[src/rtl/fdiv_pkg.sv]
// Shared types and constants for the sequential FP divider wrapper.
// Flag vector layout is {NV,DZ,OF,UF,NX}.
package fdiv_pkg;
  typedef enum logic {
    IDLE = 1'b0,
    BUSY = 1'b1
  } fdiv_state_e;

  localparam int FLAG_W  = 5;
  localparam int FLAG_NV = 4;
  localparam int FLAG_DZ = 3;
  localparam int FLAG_OF = 2;
  localparam int FLAG_UF = 1;
  localparam int FLAG_NX = 0;

  localparam logic [31:0] QNAN = 32'hFFC00000;

  typedef struct packed {
    logic [31:0] x;
    logic [31:0] y;
  } fdiv_opnd_t;
endpackage

[src/rtl/fdiv_seq_if.sv]
// Operand and result handshake channels of fdiv_seq.
interface fdiv_seq_if;
  logic        in_valid;
  logic        in_ready;
  logic [31:0] in_x;
  logic [31:0] in_y;
  logic        out_valid;
  logic        out_ready;
  logic [31:0] out_rslt;
  logic [4:0]  out_flag;

  modport master (
    output in_valid, in_x, in_y, out_ready,
    input  in_ready, out_valid, out_rslt, out_flag
  );

  modport slave (
    input  in_valid, in_x, in_y, out_ready,
    output in_ready, out_valid, out_rslt, out_flag
  );
endinterface

[src/rtl/fdiv_opq.sv]
// Operand FIFO: QDEPTH {x,y} entries, pointers carry an extra wrap bit
// so full and empty are told apart without a separate counter.
module fdiv_opq
  import fdiv_pkg::*;
#(
  parameter int QDEPTH = 2
) (
  input  logic       clk,
  input  logic       reset,
  input  logic       push,
  input  fdiv_opnd_t push_data,
  input  logic       pop,
  output fdiv_opnd_t pop_data,
  output logic       full,
  output logic       empty
);
  localparam int AW = (QDEPTH > 1) ? $clog2(QDEPTH) : 1;

  logic [AW:0] wr_ptr_reg;
  logic [AW:0] rd_ptr_reg;
  fdiv_opnd_t  mem [QDEPTH];
  logic        do_push;
  logic        do_pop;

  assign empty    = (wr_ptr_reg == rd_ptr_reg);
  assign full     = (wr_ptr_reg[AW] != rd_ptr_reg[AW]) &&
                    (wr_ptr_reg[AW-1:0] == rd_ptr_reg[AW-1:0]);
  // A push on a full queue is only taken when the head leaves in the same cycle.
  assign do_push  = push && (!full || pop);
  assign do_pop   = pop && !empty;
  assign pop_data = mem[rd_ptr_reg[AW-1:0]];

  always_ff @(posedge clk or negedge reset) begin
    if (!reset) begin
      wr_ptr_reg <= '0;
      rd_ptr_reg <= '0;
    end else begin
      if (do_push) wr_ptr_reg <= wr_ptr_reg + 1'b1;
      if (do_pop)  rd_ptr_reg <= rd_ptr_reg + 1'b1;
    end
  end

  always_ff @(posedge clk) begin
    if (do_push) mem[wr_ptr_reg[AW-1:0]] <= push_data;
  end
endmodule

[src/rtl/fdiv_seq.sv]
// Sequencer around a fixed-latency FP divider core: queues operands, issues one
// op at a time, holds each result until taken. FDIV_FFLAGS_EN adds sticky fflags.
module fdiv_seq
  import fdiv_pkg::*;
#(
  parameter int DIV_LAT = 26,
  parameter int QDEPTH  = 2
) (
  input  logic              clk,
  input  logic              reset,
  fdiv_seq_if.slave         bus,
  output logic              div_start,
  output logic [31:0]       div_x,
  output logic [31:0]       div_y,
  input  logic [31:0]       div_rslt,
  input  logic [FLAG_W-1:0] div_flag,
  output logic              busy
`ifdef FDIV_FFLAGS_EN
  ,
  input  logic              fflags_clr,
  output logic [FLAG_W-1:0] fflags
`endif
);
  localparam logic [5:0] LAT = 6'(DIV_LAT);

  fdiv_state_e       state_reg, state_next;
  logic [5:0]        cnt_reg;
  logic              div_start_reg;
  logic [31:0]       div_x_reg, div_y_reg;
  logic              out_valid_reg;
  logic [31:0]       out_rslt_reg;
  logic [FLAG_W-1:0] out_flag_reg;

  logic       q_full, q_empty, q_push, q_pop, capture;
  fdiv_opnd_t q_head, q_in;

  assign q_in   = '{x: bus.in_x, y: bus.in_y};
  assign q_push = bus.in_valid && !q_full;

  fdiv_opq #(.QDEPTH(QDEPTH)) u_opq (
    .clk       (clk),
    .reset     (reset),
    .push      (q_push),
    .push_data (q_in),
    .pop       (q_pop),
    .pop_data  (q_head),
    .full      (q_full),
    .empty     (q_empty)
  );

  always_comb begin
    state_next = state_reg;
    q_pop      = 1'b0;
    capture    = 1'b0;
    case (state_reg)
      IDLE: begin
        // Issue only when the output slot is free or is being emptied now.
        if (!q_empty && (!out_valid_reg || bus.out_ready)) begin
          q_pop      = 1'b1;
          state_next = BUSY;
        end
      end
      BUSY: begin
        if (cnt_reg == '0) begin
          capture    = 1'b1;
          state_next = IDLE;
        end
      end
      default: state_next = IDLE;
    endcase
  end

  always_ff @(posedge clk or negedge reset) begin
    if (!reset) begin
      state_reg     <= IDLE;
      cnt_reg       <= '0;
      div_start_reg <= 1'b0;
      div_x_reg     <= '0;
      div_y_reg     <= '0;
      out_valid_reg <= 1'b0;
      out_rslt_reg  <= '0;
      out_flag_reg  <= '0;
    end else begin
      state_reg     <= state_next;
      div_start_reg <= q_pop;
      // The counter is already at DIV_LAT while div_start is high.
      if (q_pop) begin
        div_x_reg <= q_head.x;
        div_y_reg <= q_head.y;
        cnt_reg   <= LAT;
      end else if (state_reg == BUSY && cnt_reg != '0) begin
        cnt_reg <= cnt_reg - 1'b1;
      end
      if (capture) begin
        out_valid_reg <= 1'b1;
        out_rslt_reg  <= div_rslt;
        out_flag_reg  <= div_flag;
      end else if (out_valid_reg && bus.out_ready) begin
        out_valid_reg <= 1'b0;
      end
    end
  end

`ifdef FDIV_FFLAGS_EN
  logic [FLAG_W-1:0] fflags_reg;
  logic              out_hs;
  assign out_hs = out_valid_reg && bus.out_ready;

  always_ff @(posedge clk or negedge reset) begin
    if (!reset) begin
      fflags_reg <= '0;
    end else if (fflags_clr) begin
      fflags_reg <= out_hs ? out_flag_reg : '0;
    end else if (out_hs) begin
      fflags_reg <= fflags_reg | out_flag_reg;
    end
  end

  assign fflags = fflags_reg;
`endif

  assign bus.in_ready  = !q_full;
  assign bus.out_valid = out_valid_reg;
  assign bus.out_rslt  = out_rslt_reg;
  assign bus.out_flag  = out_flag_reg;
  assign div_start     = div_start_reg;
  assign div_x         = div_x_reg;
  assign div_y         = div_y_reg;
  assign busy          = !q_empty || (state_reg == BUSY) || out_valid_reg;
endmodule
[src/flat_wrapper.sv]
// flat-port wrapper written by rule: the top's interface ports become plain ports
module fdiv_seq_flat import fdiv_pkg::*;
#(
  parameter int DIV_LAT = 26,
  parameter int QDEPTH  = 2
)
  (clk, reset, div_start, div_x, div_y, div_rslt, div_flag, busy, bus_in_valid, bus_in_x, bus_in_y, bus_out_ready, bus_in_ready, bus_out_valid, bus_out_rslt, bus_out_flag);
  fdiv_seq_if bus_i ();
  input  logic clk;
  input  logic reset;
  output logic div_start;
  output logic [31:0] div_x;
  output logic [31:0] div_y;
  input  logic [31:0] div_rslt;
  input  logic [FLAG_W-1:0] div_flag;
  output logic busy;
  input wire logic [$bits(bus_i.in_valid)-1:0] bus_in_valid;
  input wire logic [$bits(bus_i.in_x)-1:0] bus_in_x;
  input wire logic [$bits(bus_i.in_y)-1:0] bus_in_y;
  input wire logic [$bits(bus_i.out_ready)-1:0] bus_out_ready;
  output wire logic [$bits(bus_i.in_ready)-1:0] bus_in_ready;
  output wire logic [$bits(bus_i.out_valid)-1:0] bus_out_valid;
  output wire logic [$bits(bus_i.out_rslt)-1:0] bus_out_rslt;
  output wire logic [$bits(bus_i.out_flag)-1:0] bus_out_flag;
  assign bus_i.in_valid = bus_in_valid;
  assign bus_i.in_x = bus_in_x;
  assign bus_i.in_y = bus_in_y;
  assign bus_i.out_ready = bus_out_ready;
  assign bus_in_ready = bus_i.in_ready;
  assign bus_out_valid = bus_i.out_valid;
  assign bus_out_rslt = bus_i.out_rslt;
  assign bus_out_flag = bus_i.out_flag;
  fdiv_seq #(.DIV_LAT(DIV_LAT), .QDEPTH(QDEPTH)) u_core (.clk(clk), .reset(reset), .bus(bus_i), .div_start(div_start), .div_x(div_x), .div_y(div_y), .div_rslt(div_rslt), .div_flag(div_flag), .busy(busy));
endmodule
[config.mk]
export PLATFORM = sky130hd
export DESIGN_NAME = fdiv_seq_flat
export DESIGN_NICKNAME = d
export VERILOG_FILES = /design/src/rtl/fdiv_pkg.sv /design/src/rtl/fdiv_seq_if.sv /design/src/rtl/fdiv_opq.sv /design/src/rtl/fdiv_seq.sv /design/src/flat_wrapper.sv
export SDC_FILE = /design/constraint.sdc
export NUM_CORES = 1
export LEC_CHECK = 0
export ABC_CLOCK_PERIOD_IN_PS = 12000
export BUFFER_PORTS_ARGS = -buffer_cell sky130_fd_sc_hd__buf_2
export CORE_MARGIN = 4
export CORE_UTILIZATION = 25
export CTS_CLUSTER_DIAMETER = 80
export CTS_CLUSTER_SIZE = 20
export DETAILED_ROUTE_END_ITERATION = 10
export MAX_ROUTING_LAYER = met4
export PLACE_DENSITY = 0.39
export SLEW_MARGIN = 20
export SYNTH_ARGS = -nofsm -noshare
export SYNTH_HDL_FRONTEND = slang
export SYNTH_SLANG_ARGS = --single-unit
export TNS_END_PERCENT = 20
[constraint.sdc]
create_clock -name clk -period 12 [get_ports clk]
set_clock_uncertainty 0.2 [all_clocks]
set_input_delay 0.6 -clock clk [delete_from_list [all_inputs] [get_ports clk]]
set_output_delay 0.6 -clock clk [all_outputs]
set_load 0.03 [all_outputs]
Yosys cells after proc, flatten, opt, wreduce, memory -nomap -nowiden
Memory sizes are Yosys's and may differ from the RTL's. A register that Yosys moved wholly into a read port is not among the register bits.
Cells that the tools add are included.
- add/subtract/negate cells: 3
- equality and inequality tests: 3
- multiplexer cells: 12
- bitwise logic cells: 1
- reduce and logical (&&, ||, !) cells: 19
- operator list (operator ; count):
    $mux W6 ; 2
    $mux W1 ; 9
    $logic_and A1 B1 Y1 ; 7
    $logic_not A6 Y1 ; 1
    $reduce_bool A6 Y1 ; 1
    $sub A6 B1 Y6 const B ; 1
    $add A2 B1 Y2 const B ; 2
    $logic_not A1 Y1 ; 4
    $logic_or A1 B1 Y1 ; 4
    $reduce_bool A2 Y1 ; 2
    $eq A2 B2 Y1 ; 1
    $pmux W1 S2 ; 1
    $eq A1 B1 Y1 ; 1
    $ne A1 B1 Y1 ; 1
    $not A1 Y1 ; 1
- flip-flop bits (word level): 50
- memory bits (writable): 128
- input port bits: 105
- output and inout bits: 105
- word-level logic and storage cells: 47
- memories kept: 1
- memory list (name ; depth ; bits a word ; rd ports ; clocked after memory_dff ; write ports ; RTL line ; text):
    u_core.u_opq.mem ; 2 ; 64 ; 1 ; 1 ; 1 ; fdiv_opq.sv:21 ; fdiv_opnd_t mem [QDEPTH];

Logic depth before layout (Yosys ltp)
Gate-level depths: netlist of run 1.
- word-level depth: 9
- depth in mapped cells: 8
- gate-level depth less buffers: 5

Cells and area by module
A second synthesis of run 1 with hierarchy kept.
- cell total of the unflattened synthesis: 491
- area total of the unflattened synthesis: 9152.5 µm²
- modules (own cells, without submodules) (module ; times used ; cells each ; area an instance (µm²) ; sequential area each (µm²)):
    fdiv_opq ; 1 ; 228 ; 4860.9 ; 3943.8
    fdiv_seq ; 1 ; 263 ; 4291.6 ; 2752.6

Worst setup path before layout of run 1
OpenSTA, ideal clock, no wires.
- kind: register -> register
- start: register u_core.u_opq.rd_ptr_reg[0]
- end: memory u_core.u_opq.mem[0][0] in the netlist's numbering (enable)
- setup time: 487 ps
- arrival: 3693 ps
- path slack: 7620 ps
- cell stages (with the launch flop): 5
- clock period less this slack: 4380 ps
- cell sequence: dfrtp_1 > buf_1 > xor2_1 > o21ai_0 > nor2_1
- cells in the longest elaborated chain, start to end: 9
- elaborated cells between the ends (all ways): 13
- classes of those cells: eq/ne: 2; mux: 4; reduce/logical: 7
- RTL lines (element ; RTL line ; text):
    from (decl) ; fdiv_opq.sv:20 ; logic [AW:0] rd_ptr_reg;
    from (signal assigned) ; fdiv_opq.sv:39 ; if (do_pop) rd_ptr_reg <= rd_ptr_reg + 1'b1;
    $eq A2 B2 Y1 ; fdiv_opq.sv:25 ; assign empty = (wr_ptr_reg == rd_ptr_reg);
    $logic_not A1 Y1 ; fdiv_seq.sv:58 ; if (!q_empty && (!out_valid_reg || bus.out_ready)) begin
    $logic_and A1 B1 Y1 ; fdiv_seq.sv:58 ;
    $mux W1 ; fdiv_seq.sv:58 ;
    $mux W1 ; fdiv_seq.sv:55 ; case (state_reg)
    $logic_or A1 B1 Y1 ; fdiv_opq.sv:29 ; assign do_push = push && (!full || pop);
    $logic_and A1 B1 Y1 * ; fdiv_opq.sv:29 ;
    $mux W1 * ; fdiv_opq.sv:44 ; if (do_push) mem[wr_ptr_reg[AW-1:0]] <= push_data;
    $mux W1 (implied by the code) * ; fdiv_opq.sv:44 ;
    to (decl) ; fdiv_opq.sv:21 ;
Every way passes the cells marked *; elsewhere a longest branch is shown, timed or not.

Final worst setup path of run 1
- start: register u_core.u_opq.rd_ptr_reg[0]
- end: output busy
- cells in the longest elaborated chain, start to end: 4
- RTL lines (element ; RTL line ; text):
    $eq A2 B2 Y1 ; fdiv_opq.sv:25 ;
    $logic_not A1 Y1 ; fdiv_seq.sv:129 ; assign busy = !q_empty || (state_reg == BUSY) || out_valid_reg;
    $logic_or A1 B1 Y1 (2 in series) ; fdiv_seq.sv:129 ;
    to (decl) ; flat_wrapper.sv:16 ; output logic busy;
No other way between the ends.

==> results.ini, run 1 <==
[critical_path]
cp.required_ns=11.20
worstSetupStartpointType=flop
timing.rr.start=u_core.u_opq.rd_ptr_reg[0]$_DFFE_PN0P_
cp-endpoint=busy
arrival_ns=2.41
r2r_slack_ns=8.87
path_class=reg -> out
r2r-end=u_core.div_x[10]$_DFFE_PN0P_
crit_path_end_kind=primary output
critPathLaunch=u_core.u_opq.rd_ptr_reg[0]$_DFFE_PN0P_
rr_worst_depth=4
path_max_fanout=67

[sta]
post-route-min-period_ns=3.21
relSlewSlack=0.322
tightest_slew_ns=1.02
fin_crit_sh=0.268
slew_violations=0
rsz0062_at_grt=false
hold_violations=0
setup_tns_ns=0
fmax_mhz=311
setup_viol=0
whs_ns=0.0281

[synthesis]
synth_nets=593
synth_cell_types=42
synthCells=486
yosys_warnings=0
ys_ff_latch=242
synth_ff_type=edfxtp_1
synth_edf_count=128
avgSynthCellArea_sq_um=18.8
async_flop_share=0.471
syn-cell-area_sq_um=9140
seq_area_frac_synth=0.733

[power]
switchingPower_uw=339
p_per_area_nw_per_um2=140
p_seq_frac=0.559
swShare=0.214
clkPwrFrac=0.405
internal_power_uw=1240
power.leakage_uw=0.00486
comb_power_share=0.036
ir_drop_mv=0.0894

[grt]
grt_pass1_vias=5444
grt_max_degree=68
grt_pass1_wl_mm=31.4
grt_overflow=0
groute.usage.overall=0.103
antenna_found_initial=5

[hold_path]
hp-class=in -> async

[placement]
dp.cells=1139
dpl.hpwl_mm=12.9
io_buffers=209
post_dp_cell_area_sq_um=10700
gp_congestion=0.797

[outcome]
status=finished clean

[layout]
fillers=3587
design_area_sq_um=11300
nNetsFinal=805
drive_above_1_share=0.570
final_common_cell=buf_2
final_cell_mix=208 x buf_2, 138 x mux2_2, 128 x edfxtp_1
largest_reg_flops=128
utilization=0.316
area_growth_pct=23.9
instances_no_fill=1177

[clock_network]
cts_buffers=18
cts_tree=built
cts_resized=0
ctsHoldBuffers=0
cts_buffer_depth=3
cts.sinks=242
clk_latency_ns=0.50
cts.htree.levels=1
clkTransAtPathRegs_ns=0.08
postCtsSetupRepairBufs=0
clockRootBuffer=clkbuf_16

[drt]
routed_wl_mm=20.3
num_vias=4851
drtPass1Iterations=4
vias_per_cell=4.12
drt_iter0_drc=146
detail_route.drc_violations=0
wl_per_cell_microns=17.3
antenna_left=0

[die]
rows=69
die-height_microns=199
dieArea_sq_um=39700
core_area_sq_um=35800
die_w_microns=199
start_util=0.255
ios=210

[job]
cap_violations=0

-- worst max-delay path: stages (launching register included) --
cell     delay, ns
dfrtp_4       1.09
xor2_1        0.16
or4_1         0.44
buf_2         0.20
-- kinds of logic (layout without fill, tap and decap cells) --
| logic type | Yosys count | after routing | synth area share |
|---|---|---|---|
| adders and majority gates | 2 | 2 | 0.00274 |
| AOI/OAI and AO/OA | 17 | 17 | 0.0145 |
| and+or+nand+nor | 21 | 21 | 0.0138 |
| other | 0 | 6 | 0 |
| xor gates and xnor gates | 9 | 9 | 0.00863 |
| DFF | 242 | 242 | 0.733 |
| buffers and inverters | 30 | 254 | 0.0162 |
| muxes | 165 | 165 | 0.211 |
-- worst min-delay path by stage --
stage,start,to,slack [ns],depth (start not counted)
final,reset,u_core.div_x[7]$_DFFE_PN0P_,0.03,1
after CTS,bus_in_y[1],u_core.u_opq.mem[0][1]$_DFFE_PP_,0.05,1
after floorplan,reset,u_core.bus.out_flag[0]$_DFFE_PN0P_,0.10,0
after global placement,u_core.div_y[21]$_DFFE_PN0P_,u_core.div_y[21]$_DFFE_PN0P_,0.27,1
after global routing,bus_in_x[30],u_core.u_opq.mem[1][62]$_DFFE_PP_,0.04,1
after detailed placement,u_core.div_y[22]$_DFFE_PN0P_,u_core.div_y[22]$_DFFE_PN0P_,0.27,1
-- Yosys cell counts, types with 2 or more instances --
master	number	area (sq um)
ha_1	2	25.0
mux2_4	19	285
nand3_1	2	10.0
nand2_1	4	15.0
nor2b_1	2	12.5
inv_1	8	30.0
xnor2_1	5	43.8
o21ai_0	2	10.0
nor2_1	2	7.51
edfxtp_1	128	3840
mux2_1	8	90.1
dfrtp_1	114	2850
mux2_2	138	1550
buf_2	10	50.1
o21a_1	2	15.0
xor2_1	4	35.0
buf_6	3	33.8
o211ai_1	2	15.0
clkbuf_1	8	30.0
-- final cells by class --
class                      instances  area, sq um  share of cell area
sequential                       242         6700               0.592
multi-input combinational        214         2310               0.204
timing repair buffer             214         1090              0.0959
tap                              461          577              0.0509
clock buffer                      23          490              0.0433
clock inverter                     9          116              0.0103
inverter                           8         30.0             0.00265
antenna                            6         15.0             0.00133
-- per-stage QoR --
step	power [uW]	worst slack (ns)
after floorplan	923	7.62
final	1580	8.79
after global routing	1650	8.61
after CTS	1620	8.67
after detailed placement	961	8.80
after global placement	959	8.87
-- routing by layer --
metal  track usage  vias to the layer above  wire length [microns]
li1              -                     2247                      -
met1         0.130                     2420                   8860
met2         0.160                      159                   9170
met3        0.0356                       25                   1790
met4        0.0246                        0                    486
met5             -                        -                      0
-- power by group through the flow --
| stage | Combinational (uW) | Sequential (uW) | Clock, uW |
|---|---|---|---|
| 2_1_floorplan | 7.32 | 915 | 0 |
| 3_3_place_gp | 57.5 | 902 | 0 |
| 3_5_place_dp | 58.8 | 902 | 0 |
| 4_1_cts | 59.1 | 884 | 675 |
| 5_1_grt | 63.3 | 885 | 706 |
| 6_report | 57.1 | 884 | 641 |
Note: power is estimated with default switching activity, not from simulation.
==> run 2, diff against run 1 <==
- ABC_CLOCK_PERIOD_IN_PS: 12000 -> 3200
- clock period: 12 -> 3.2 ns (I/O delays scaled with it)
==> run 2 against run 1 <==
Worst hold slack better by 0.071 ns. Register-to-register slack got worse by 8.3 ns. Wire length rose by 4.0%. Count of clock-buffer cells in the layout is 3 lower.
==> results.ini, run 2 (same netlist as run 1, synthesis figures left out) <==
[power]
ir_drop_mv=0.224
comb_power_share=0.056
swShare=0.213
p_seq_frac=0.583
clkPwrFrac=0.361
p_per_area_nw_per_um2=462
power.leakage_uw=0.00529
switchingPower_uw=1210
internal_power_uw=4470

[drt]
wl_per_cell_microns=16.6
drtPass1Iterations=6
vias_per_cell=4.11
detail_route.drc_violations=0
antenna_left=0
num_vias=5243
routed_wl_mm=21.1
drt_iter0_drc=191

[layout]
fillers=3487
largest_reg_flops=128
instances_no_fill=1276
final_cell_mix=208 x buf_2, 138 x mux2_2, 128 x edfxtp_1
drive_above_1_share=0.498
design_area_sq_um=12300
area_growth_pct=34.6
final_common_cell=buf_2
nNetsFinal=913
diodes=0

[clock_network]
cts_tree=built
clk_latency_ns=0.48
clockRootBuffer=clkbuf_16
cts.sinks=242
cts_buffers=17
cts.htree.levels=1
cts_resized=0
clkTransAtPathRegs_ns=0.08
cts_buffer_depth=3

[sta]
whs_ns=0.0995
relSlewSlack=0.462
tightest_slew_ns=0.807
setup_tns_ns=0
post-route-min-period_ns=2.58
slew_violations=0
setup_viol=0
fmax_mhz=387
fin_crit_sh=0.808
rsz0062_at_grt=false
hold_violations=0

[hold_path]
hp-class=in -> async

[critical_path]
path_class=reg -> reg
arrival_ns=2.74
cp.required_ns=3.36
worstSetupStartpointType=flop
slowest_delay_ns=0.62
crit_path_end_kind=flop
path_max_fanout=38
crit_chain=inv_1, ha_1, or3b_1, or3_4, mux2_4
crit_slowest_cell=or3_4

[die]
start_util=0.255
dieArea_sq_um=39700
die-height_microns=199
die_w_microns=199
rows=69
core_area_sq_um=35800
ios=210

[job]
cap_violations=0

[placement]
dp.cells=1144
dpl.hpwl_mm=13.6
io_buffers=209
post_dp_cell_area_sq_um=10800
gp_congestion=0.759

[outcome]
status=finished clean

[grt]
antenna_found_initial=0
groute.usage.overall=0.106
grt_pass1_vias=5785
grt_max_degree=54
grt_pass1_wl_mm=32.4
grt_overflow=0

## run 2: changes by cell type in the layout (fill, tap and decap cells not counted), moves of 3 or more
cell           delta
buf_4             +3
clkinv_2          +4
clkinvlp_4        -3
diode_2           -6
dlygate4sd3_1   +104
## run 2: repair_timing
action                    in CTS  in global routing
hold endpoints to repair     219                  0
buffers inserted               0                  0
hold buffers                 104                  0
## run 2: layout make-up
class | instances | area [sq um] | share of cell area
clock buffers | 20 | 437 | 0.0355
inverters | 8 | 31.3 | 0.00254
clock inverters | 8 | 52.6 | 0.00427
well taps | 461 | 577 | 0.0469
flip-flops and latches | 242 | 6700 | 0.545
multi-input cells | 214 | 2310 | 0.188
repair buffers | 323 | 2190 | 0.178
## run 2: worst paths after layout
path	depth (start not counted)	slack [ns]	end	startpoint
max in group asynchronous	3	1.88	u_core.bus.out_rslt[23]$_DFFE_PN0P_	reset
setup / recovery	5	0.62	u_core.bus.out_rslt[24]$_DFFE_PN0P_	u_core.cnt_reg[0]$_DFFE_PN0P_
hold / removal	2	0.1	u_core.bus.out_flag[0]$_DFFE_PN0P_	reset
min in group clk	2	0.20	u_core.u_opq.mem[0][15]$_DFFE_PP_	bus_in_y[15]
hold reg to reg	1	0.29	u_core.div_y[23]$_DFFE_PN0P_	u_core.div_y[23]$_DFFE_PN0P_
setup reg to reg	5	0.62	u_core.bus.out_rslt[24]$_DFFE_PN0P_	u_core.cnt_reg[0]$_DFFE_PN0P_
## run 2: power groups by stage
stage               Combinational, uW  Clock [uW]  Sequential (uW)
CTS                               326        2170             3310
floorplan                        27.4           0             3430
detailed placement                223           0             3380
global placement                  218           0             3380
finish                            319        2050             3310
global route                      349        2290             3320
## run 2: through the flow
stage	total power, uW	util	worst slack (ns)
after floorplan	3460	-	0.432
after CTS	5810	0.343	0.615
after detailed placement	3610	0.300	0.648
after global placement	3600	0.300	0.752
after global routing	5950	0.343	0.550
final	5680	0.343	0.615
## run 2: routing by layer
metal	share of wire	global-route usage	routed length, microns	vias up
met3	0.078	0.0278	1650	26
met4	0.015	0.0220	316	0
met2	0.46	0.167	9680	173
li1	-	-	-	2437
met1	0.45	0.138	9480	2607
met5	0	-	0	-
## run 2: critical path, delay by kind of cell (launching register included)
kind | cells | cell delay [ns]
multiplexers | 1 | 0.39
flip-flops | 1 | 0.45
buffers and inverters | 1 | 0.11
AND/OR/NAND/NOR | 2 | 1.09
adder cells (fa/ha/maj) | 1 | 0.19
==> run 3, diff against run 2 <==
- ABC_AREA: not set -> 1
- ABC_CLOCK_PERIOD_IN_PS: 3200 -> 2400
- clock period: 3.2 -> 2.4 ns (I/O delays scaled with it)
==> run 3 against run 2 <==
Wire length grew 16%. Synthesized area grew 0.26%. Cell count grew 28%. Via count grew 26%. Non-clock buffer count grew 5. Worst hold slack gained 0.031 ns. Largest cell class unchanged.
==> results.ini, run 3 <==
[clock_network]
clk_latency_ns=0.51
cts.sinks=242
cts_buffer_depth=3
cts.htree.levels=1
cts_buffers=19
cts_tree=built
clkTransAtPathRegs_ns=0.09
clockRootBuffer=clkbuf_16

[power]
ir_drop_mv=0.509
power.leakage_uw=0.00601
p_per_area_nw_per_um2=1280

[outcome]
status=finished clean

[die]
core_area_sq_um=35800
start_util=0.256
dieArea_sq_um=39800
ios=210
rows=69
die-height_microns=199
die_w_microns=199

[sta]
setup_tns_ns=0
setup_viol=0
fin_crit_sh=0.911
fmax_mhz=458
hold_violations=0
rsz0062_at_grt=false
post-route-min-period_ns=2.19
tightest_slew_ns=0.807
slew_violations=0
whs_ns=0.131
relSlewSlack=0.462

[critical_path]
path_class=reg -> out
worstSetupStartpointType=flop
crit_chain=inv_2, nand2_1, nand2_2, nand2_1, or3_1, buf_2
path_max_fanout=5
cp.required_ns=2.08
slowest_delay_ns=0.46
crit_slowest_cell=dfrtp_2
critPathMostFrequentCell=nand2_1
cp_top_family=simple AND/OR/NAND/NOR gates
arrival_ns=1.87
r2r_slack_ns=0.55
crit_path_end_kind=primary output
path_buf_inv=2

[synthesis]
ys_ff_latch=242
synth_largest_area_cell=edfxtp_1
synth.most_common_cell=nand2_1
synth_nets=954
syn-cell-area_sq_um=9160
seq_area_frac_synth=0.731
synth_ff_type=edfxtp_1
synth_cell_types=22
synth.top_cell.area_share=0.420
ys_top_cells_by_area=edfxtp_1 42%, dfrtp_1 31%, nand2_1 18%
avgSynthCellArea_sq_um=10.8
yosys_warnings=0
async_flop_share=0.471
synthCells=847
synthTopCellsByCount=444 x nand2_1, 128 x edfxtp_1, 114 x dfrtp_1, 49 x inv_1, 34 x o21ai_0
synth_edf_count=128

[grt]
grt_pass1_vias=6725
antenna_found_initial=2
grt_overflow=0
groute.usage.overall=0.124
grt_max_degree=76
grt_pass1_wl_mm=37.9

[job]
cap_violations=0

[layout]
final_cell_mix=440 x nand2_1, 208 x buf_2, 128 x edfxtp_1
fillers=3595
nNetsFinal=1266
final_common_cell=nand2_1
instances_no_fill=1634
drive_above_1_share=0.226
largest_reg_flops=128
area_growth_pct=36.7

[drt]
routed_wl_mm=24.5
detail_route.drc_violations=0
drtPass1Iterations=4
wl_per_cell_microns=15.0
vias_per_cell=4.04
antenna_left=0
drt_iter0_drc=286
num_vias=6605

[placement]
dp.cells=1493
gp_congestion=0.698
io_buffers=209
dpl.hpwl_mm=14.6

[hold_path]
hp-class=in -> reg

run 3: area by class of cell:
class / count / area [sq um] / share of cell area
clock inverter: 9 / 123 / 0.00979
antenna: 2 / 5.00 / 0.000400
tap: 461 / 577 / 0.0461
multi-input combinational: 517 / 2090 / 0.167
timing repair buffer: 328 / 2330 / 0.186
clock buffer: 24 / 504 / 0.0403
inverter: 51 / 191 / 0.0153
sequential: 242 / 6700 / 0.535
run 3: what timing repair did:
item                                   in CTS  in global routing
buffers inserted                            0                  0
endpoints found under the hold margin     282                  0
gates resized for setup                     0                  0
hold buffers                              106                  0
run 3: per-layer routing:
layer	vias up	share of wire	GRT usage
li1	3310	-	-
met3	26	0.053	0.0231
met4	0	0.015	0.0231
met5	-	0	-
met2	160	0.46	0.202
met1	3109	0.48	0.167
run 3: worst register-to-register path: cells and delay by family (launching register included):
kind	cells	cell delay, ns
buffers and inverters	3	0.48
DFF	1	0.42
and+or+nand+nor	5	0.37
run 3: cell families after synthesis:
kind of cell | Yosys count | share of synthesized area
compound gates | 46 | 0.0255
xor+xnor | 2 | 0.00191
fa+ha+maj | 2 | 0.00273
buf+inv | 88 | 0.0449
flops | 242 | 0.731
simple gates | 467 | 0.194
run 3: through the flow:
step,setup slack (ns),power (uW),area (sq um),util
floorplan,-0.0118,10700,9190,-
global placement,0.533,12800,10800,0.302
detailed placement,0.549,12800,10800,0.302
CTS,0.167,16300,12500,0.349
global route,0.0696,17100,12500,0.349
finish,0.215,16000,12500,0.349
run 3: path summary, 6_finish.rpt:
| kind | from | end | cells after the start |
|---|---|---|---|
| worst min-delay path | bus_in_y[14] | u_core.u_opq.mem[0][14]$_DFFE_PP_ | 2 |
| worst max register to register | u_core.u_opq.wr_ptr_reg[1]$_DFFE_PN0P_ | u_core.u_opq.mem[0][53]$_DFFE_PP_ | 8 |
| max in group asynchronous | reset | u_core.u_opq.rd_ptr_reg[0]$_DFFE_PN0P_ | 4 |
| worst min register to register | u_core.div_y[21]$_DFFE_PN0P_ | u_core.div_y[21]$_DFFE_PN0P_ | 2 |
| min in group asynchronous | reset | u_core.div_y[10]$_DFFE_PN0P_ | 3 |
| worst max-delay path | u_core.u_opq.wr_ptr_reg[0]$_DFFE_PN0P_ | busy | 6 |
run 3: power breakdown:
group          switching [uW]  internal (uW)
clock                    1630           1670
combinational            4310           1760
sequential                646           5950
